[config.mk]
export PLATFORM = sky130hd
export DESIGN_NAME = l2_ctrl_regs
export DESIGN_NICKNAME = d
export VERILOG_FILES = /design/src/rtl/l2_pkg.sv /design/src/rtl/l2_flush_walker.sv /design/src/rtl/l2_ctrl_regs.sv
export SDC_FILE = /design/constraint.sdc
export NUM_CORES = 1
export LEC_CHECK = 0
export CORE_ASPECT_RATIO = 1.4
export CORE_MARGIN = 3
export CORE_UTILIZATION = 50
export CTS_CLUSTER_SIZE = 14
export DETAILED_ROUTE_END_ITERATION = 16
export HOLD_SLACK_MARGIN = 0.12
export PLACE_DENSITY = 0.84
export SETUP_SLACK_MARGIN = 0.5
export SLEW_MARGIN = 10
export SYNTH_ARGS = -nofsm -noshare
export SYNTH_HDL_FRONTEND = slang
export SYNTH_SLANG_ARGS = --single-unit
[constraint.sdc]
create_clock -name clk -period 4.5 [get_ports clk]
set_input_delay 1.35 -clock clk [delete_from_list [all_inputs] [get_ports clk]]
set_output_delay 1.35 -clock clk [all_outputs]
set_load 0.005 [all_outputs]
[src/rtl/l2_pkg.sv]
// Shared types and default sizing for the L2 control-register slice.
// Flush walker state encoding lives here so the top and the walker agree.
package l2_pkg;

  typedef enum logic [1:0] {
    IDLE = 2'd0,
    WALK = 2'd1,
    DONE = 2'd2
  } flush_state_t;

  localparam int DEF_N_MSHR = 16;
  localparam int DEF_N_SETS = 256;
  localparam int DEF_N_WAYS = 16;

endpackage

[src/rtl/l2_flush_walker.sv]
// Flush walker: steps (set, way) from (0,0) upward, way fastest; position valid the cycle after flush_start.
// Holds position while flush_adv is low; flush_done pulses for one cycle after the last (set, way) is accepted.
module l2_flush_walker
  import l2_pkg::*;
#(
  parameter int N_SETS   = DEF_N_SETS,
  parameter int N_WAYS   = DEF_N_WAYS,
  parameter int SET_BITS = $clog2(N_SETS),
  parameter int WAY_BITS = $clog2(N_WAYS)
) (
  input  logic                clk,
  input  logic                rst,
  input  logic                flush_start,
  input  logic                flush_adv,
  output logic                flush_valid,
  output logic [SET_BITS-1:0] flush_set,
  output logic [WAY_BITS-1:0] flush_way,
  output logic                flush_done
);

  localparam logic [SET_BITS-1:0] LAST_SET = SET_BITS'(N_SETS - 1);
  localparam logic [WAY_BITS-1:0] LAST_WAY = WAY_BITS'(N_WAYS - 1);

  flush_state_t state;

  always_ff @(posedge clk or negedge rst) begin
    if (!rst) begin
      state       <= IDLE;
      flush_valid <= 1'b0;
      flush_set   <= '0;
      flush_way   <= '0;
      flush_done  <= 1'b0;
    end else begin
      case (state)
        IDLE: begin
          if (flush_start) begin
            state       <= WALK;
            flush_valid <= 1'b1;
            flush_set   <= '0;
            flush_way   <= '0;
          end
        end
        WALK: begin
          if (flush_adv) begin
            if (flush_way == LAST_WAY) begin
              flush_way <= '0;
              if (flush_set == LAST_SET) begin
                // Last position accepted: drop valid and announce completion.
                flush_set   <= '0;
                state       <= DONE;
                flush_valid <= 1'b0;
                flush_done  <= 1'b1;
              end else begin
                flush_set <= flush_set + SET_BITS'(1);
              end
            end else begin
              flush_way <= flush_way + WAY_BITS'(1);
            end
          end
        end
        DONE: begin
          state      <= IDLE;
          flush_done <= 1'b0;
          flush_set  <= '0;
          flush_way  <= '0;
        end
        default: begin
          state       <= IDLE;
          flush_valid <= 1'b0;
          flush_done  <= 1'b0;
        end
      endcase
    end
  end

endmodule

[src/rtl/l2_ctrl_regs.sv]
// L2 control registers: MSHR free counter, stall/conflict/atomic flags, fwd-stall tracking, flush walker.
// All outputs registered, one-cycle update latency; no backpressure except the flush walker's flush_adv.
module l2_ctrl_regs
  import l2_pkg::*;
#(
  parameter int N_MSHR    = DEF_N_MSHR,
  parameter int MSHR_BITS = $clog2(N_MSHR),
  parameter int N_SETS    = DEF_N_SETS,
  parameter int SET_BITS  = $clog2(N_SETS),
  parameter int N_WAYS    = DEF_N_WAYS,
  parameter int WAY_BITS  = $clog2(N_WAYS)
) (
  input  logic                 clk,
  input  logic                 rst,
  input  logic                 mshr_alloc,
  input  logic                 mshr_free,
  input  logic [MSHR_BITS-1:0] mshr_free_idx,
  input  logic                 set_evict_stall,
  input  logic                 clr_evict_stall,
  input  logic                 set_set_conflict,
  input  logic                 clr_set_conflict,
  input  logic                 set_fwd_stall,
  input  logic [MSHR_BITS-1:0] fwd_stall_entry_in,
  input  logic                 clr_fwd_stall,
  input  logic                 set_ongoing_atomic,
  input  logic                 clr_ongoing_atomic,
  input  logic                 flush_start,
  input  logic                 flush_adv,
  output logic [MSHR_BITS:0]   mshr_cnt,
  output logic                 mshr_full,
  output logic                 mshr_empty,
  output logic                 mshr_err,
  output logic                 evict_stall,
  output logic                 set_conflict,
  output logic                 fwd_stall,
  output logic                 fwd_stall_ended,
  output logic                 ongoing_atomic,
  output logic [MSHR_BITS-1:0] fwd_stall_entry,
  output logic                 flush_valid,
  output logic [SET_BITS-1:0]  flush_set,
  output logic [WAY_BITS-1:0]  flush_way,
  output logic                 flush_done
);

  localparam logic [MSHR_BITS:0] CNT_MAX = (MSHR_BITS + 1)'(N_MSHR);

  logic [MSHR_BITS:0] cnt_nxt;
  logic               err_nxt;
  logic               fwd_hit;

  // Simultaneous alloc+free cancel out; out-of-range moves are dropped and flagged.
  always_comb begin
    cnt_nxt = mshr_cnt;
    err_nxt = mshr_err;
    if (mshr_alloc && !mshr_free) begin
      if (mshr_cnt == '0) err_nxt = 1'b1;
      else                cnt_nxt = mshr_cnt - 1'b1;
    end else if (mshr_free && !mshr_alloc) begin
      if (mshr_cnt == CNT_MAX) err_nxt = 1'b1;
      else                     cnt_nxt = mshr_cnt + 1'b1;
    end
  end

  // Compared against the currently captured entry, not one being loaded this cycle.
  assign fwd_hit = fwd_stall && mshr_free && (mshr_free_idx == fwd_stall_entry);

  always_ff @(posedge clk or negedge rst) begin
    if (!rst) begin
      mshr_cnt        <= CNT_MAX;
      mshr_full       <= 1'b0;
      mshr_empty      <= 1'b1;
      mshr_err        <= 1'b0;
      evict_stall     <= 1'b0;
      set_conflict    <= 1'b0;
      ongoing_atomic  <= 1'b0;
      fwd_stall       <= 1'b0;
      fwd_stall_ended <= 1'b0;
      fwd_stall_entry <= '0;
    end else begin
      mshr_cnt   <= cnt_nxt;
      mshr_full  <= (cnt_nxt == '0);
      mshr_empty <= (cnt_nxt == CNT_MAX);
      mshr_err   <= err_nxt;

      if (clr_evict_stall)      evict_stall <= 1'b0;
      else if (set_evict_stall) evict_stall <= 1'b1;

      if (clr_set_conflict)      set_conflict <= 1'b0;
      else if (set_set_conflict) set_conflict <= 1'b1;

      if (clr_ongoing_atomic)      ongoing_atomic <= 1'b0;
      else if (set_ongoing_atomic) ongoing_atomic <= 1'b1;

      if (clr_fwd_stall) begin
        fwd_stall       <= 1'b0;
        fwd_stall_ended <= 1'b0;
      end else if (set_fwd_stall) begin
        fwd_stall       <= 1'b1;
        fwd_stall_entry <= fwd_stall_entry_in;
        fwd_stall_ended <= 1'b0;
      end else if (fwd_hit) begin
        fwd_stall_ended <= 1'b1;
      end
    end
  end

  l2_flush_walker #(
    .N_SETS  (N_SETS),
    .N_WAYS  (N_WAYS),
    .SET_BITS(SET_BITS),
    .WAY_BITS(WAY_BITS)
  ) u_flush_walker (
    .clk        (clk),
    .rst        (rst),
    .flush_start(flush_start),
    .flush_adv  (flush_adv),
    .flush_valid(flush_valid),
    .flush_set  (flush_set),
    .flush_way  (flush_way),
    .flush_done (flush_done)
  );

endmodule

==> out/qor.yml <==
outcome:
  status: "complete, no violations"
global_route:
  busiest_layer: "met2"
  grt.total_usage: 0.208
  first_global_vias: 1512
  grt_util_met1: 0.227
  gr-usage-met3: 0.0492
  grt_pass1_wl_um: 7030
  grt_max_degree: 34
  use_met2: 0.385
  grt_overflow: 0
  antenna_found_initial: 0
setup_path:
  crit_family: "simple AND/OR/NAND/NOR gates"
  crit_fanout: 14
  critPathCaptureType: "flip-flop"
  crit_arrival_ps: 3380
  cpMaxStageDelayCell: "clkdlybuf4s50_1"
  crit_path_cell_trace: "clkdlybuf4s50_1 -> inv_1 -> ha_1 -> and2b_2 -> a31oi_1 -> o311ai_0 -> nand2_1 -> nor3_1"
  critical_path_required_ps: 4700
  crit_type: "in -> reg"
  startpoint_type: "input pin"
  critPathBufInv: 2
  critPathMaxStageDelay_ps: 500
synthesis:
  synth.avg_cell_area_um2: 10.0
  synth_edf_count: 0
  synth_warnings: 0
  syn_area_um2: 1770
  synth.distinct_cells: 53
  syn_nets: 205
  netlist_instances: 177
  synthTopCellsByArea: "dfrtp_1 44%, nor2_1 4.9%, ha_1 4.2%"
  yosys-top-cells-count: "31 x dfrtp_1, 23 x nor2_1, 11 x nand2_1"
  synth-seq-cells: 33
  yosysMostFrequentCell: "dfrtp_1"
  synth_top_area_share: 0.438
  ys_seq_area_frac: 0.468
  synthArstFlopShare: 1.00
  yosys.area.top_type: "dfrtp_1"
  yosys_most_used_dff: "dfrtp_1"
place:
  dp_hpwl_um: 3210
  port_buffers: 52
  gp_congestion: 0.862
  dp.cells: 264
  dp_slack_ps: 1040
timing:
  max_slew_margin: 0.436
  final.setup.tns_ps: 0
  finalCriticalPeriod_ps: 3180
  hold_viol_final: 0
  period_share: 0.708
  slew_violations: 0
  holdWs_ps: 468
  setup-violations-final: 0
  finalClockSkew_ps: 4.53
  timing.final.ws_setup_ps: 1320
  fmax_mhz: 314
  worst_pin_slew_ps: 846
  rsz0062_at_grt: "no"
route:
  final_antenna_net_count: 0
  vias: 1541
  postRouteWirelength_um: 4250
  drc: 0
  viasPerCell: 5.67
  drt-pass1-iter-count: 4
  wl_per_cell_um: 15.6
  first_iter_violations: 65
power:
  p_leak_uw: 0.00101
  p_per_area_nw_per_um2: 446
  peakVddDrop_mv: 0.330
cts:
  tritoncts: "yes"
  clk_pin_slew_ps: 70
  clk_latency_ps: 290
  htreeDepth: 2
  post_cts_resized: 0
  cts_root_buffer: "clkbuf_8"
  ctsLongestPathBuffers: 2
  cts_made_buffers: 5
  postCtsHoldBufs: 0
  clkSinkCount: 33
  post_cts_buffers: 0
floorplan:
  die_y_um: 76.4
  std_cell_rows: 24
  io_pins: 53
  die_width_um: 56.3
  dieArea_um2: 4300
  start_util: 0.546
  design.core.area_um2: 3240
flow_run:
  max_cap_viol_count: 0
final_layout:
  drive_gt1_frac: 0.0730
  area_growth_pct: 35.6
  antennaDiodeCount: 0
  stdcell_count: 272
  final_nets: 260
hold_path:
  hp-class: "reg -> reg"
[worst reg2reg max path: stages, from the launching register on]
cell,delay [ps]
dfrtp_1,510
inv_1,110
ha_1,250
or3b_4,420
or4b_1,470
nand3_1,130
a22oi_2,100
nor4_2,220
[power breakdown]
part | switching, µW | leakage (µW) | internal [µW]
clock | 104 | 0.0000455 | 125
combinational | 163 | 0.000569 | 231
sequential | 92.8 | 0.000398 | 355
[cell type report]
type                            instances  area, µm²
Fill cell                             237        845
Clock buffer                            8       90.1
Timing Repair Buffer                   53        528
Sequential cell                        33        828
Multi-Input combinational cell        129        866
Tap cell                               39       48.8
Inverter                               10       37.5
[worst paths after layout]
path / startpoint / cells past startpoint / slack (ps) / endpoint
hold / removal: mshr_err / 2 / 470 / mshr_err
setup / recovery: mshr_free / 8 / 1320 / mshr_full
setup reg to reg: mshr_cnt[0] / 7 / 2200 / mshr_empty
hold reg to reg: mshr_err / 2 / 470 / mshr_err
max in group asynchronous: rst / 2 / 2710 / mshr_cnt[4]
min in group asynchronous: rst / 2 / 1460 / fwd_stall_ended
[sequential cells by signal, indices dropped and copies added, names as in the netlist, 2 cells and up]
name                      count
fwd_stall_entry               4
mshr_cnt                      5
u_flush_walker.flush_set      8
u_flush_walker.flush_way      4
u_flush_walker.state          2
[metal layers]
metal / share of wire / vias up
met5: 0 / -
met1: 0.39 / 763
li1: - / 738
met2: 0.55 / 33
met4: 0.016 / 0
met3: 0.037 / 7
[placed cells by master (no fill, tap or decap), types with 2 or more instances in the layout]
cell,instances
a211oi_1,2
a21o_1,2
a21oi_1,3
a31oi_1,2
and2_1,2
and3_1,3
clkbuf_1,2
clkbuf_8,6
clkdlybuf4s50_1,52
dfrtp_1,31
dfstp_2,2
ha_1,6
inv_1,9
mux2_1,4
nand2_1,11
nand3_1,6
nand4_1,3
nor2_1,23
nor2b_1,4
nor3_1,8
o21ai_0,3
o21ai_1,8
or4b_1,2
xnor2_1,8
xor2_1,3
[kinds of logic (layout without fill, tap and decap cells)]
kind of cell             Yosys count  count (layout)  share of synthesized area
buffers and inverters             15              71                     0.0424
XOR/XNOR                          11              11                     0.0545
adder cells (fa/ha/maj)            6               6                     0.0424
AND/OR/NAND/NOR                   72              72                      0.223
multiplexers                       5               5                     0.0311
flip-flops                        33              33                      0.468
AO/OA/AOI/OAI                     35              35                      0.138
[through the flow]
| stage | total power [µW] | utilization | cell area (µm²) |
|---|---|---|---|
| global route | 1140 | 0.740 | 2400 |
| detailed placement | 844 | 0.712 | 2310 |
| finish | 1070 | 0.740 | 2400 |
| global placement | 817 | 0.712 | 2310 |
| floorplan | 665 | - | 1770 |
| CTS | 1080 | 0.740 | 2400 |
No activity file was read; power rests on OpenSTA's default activity.
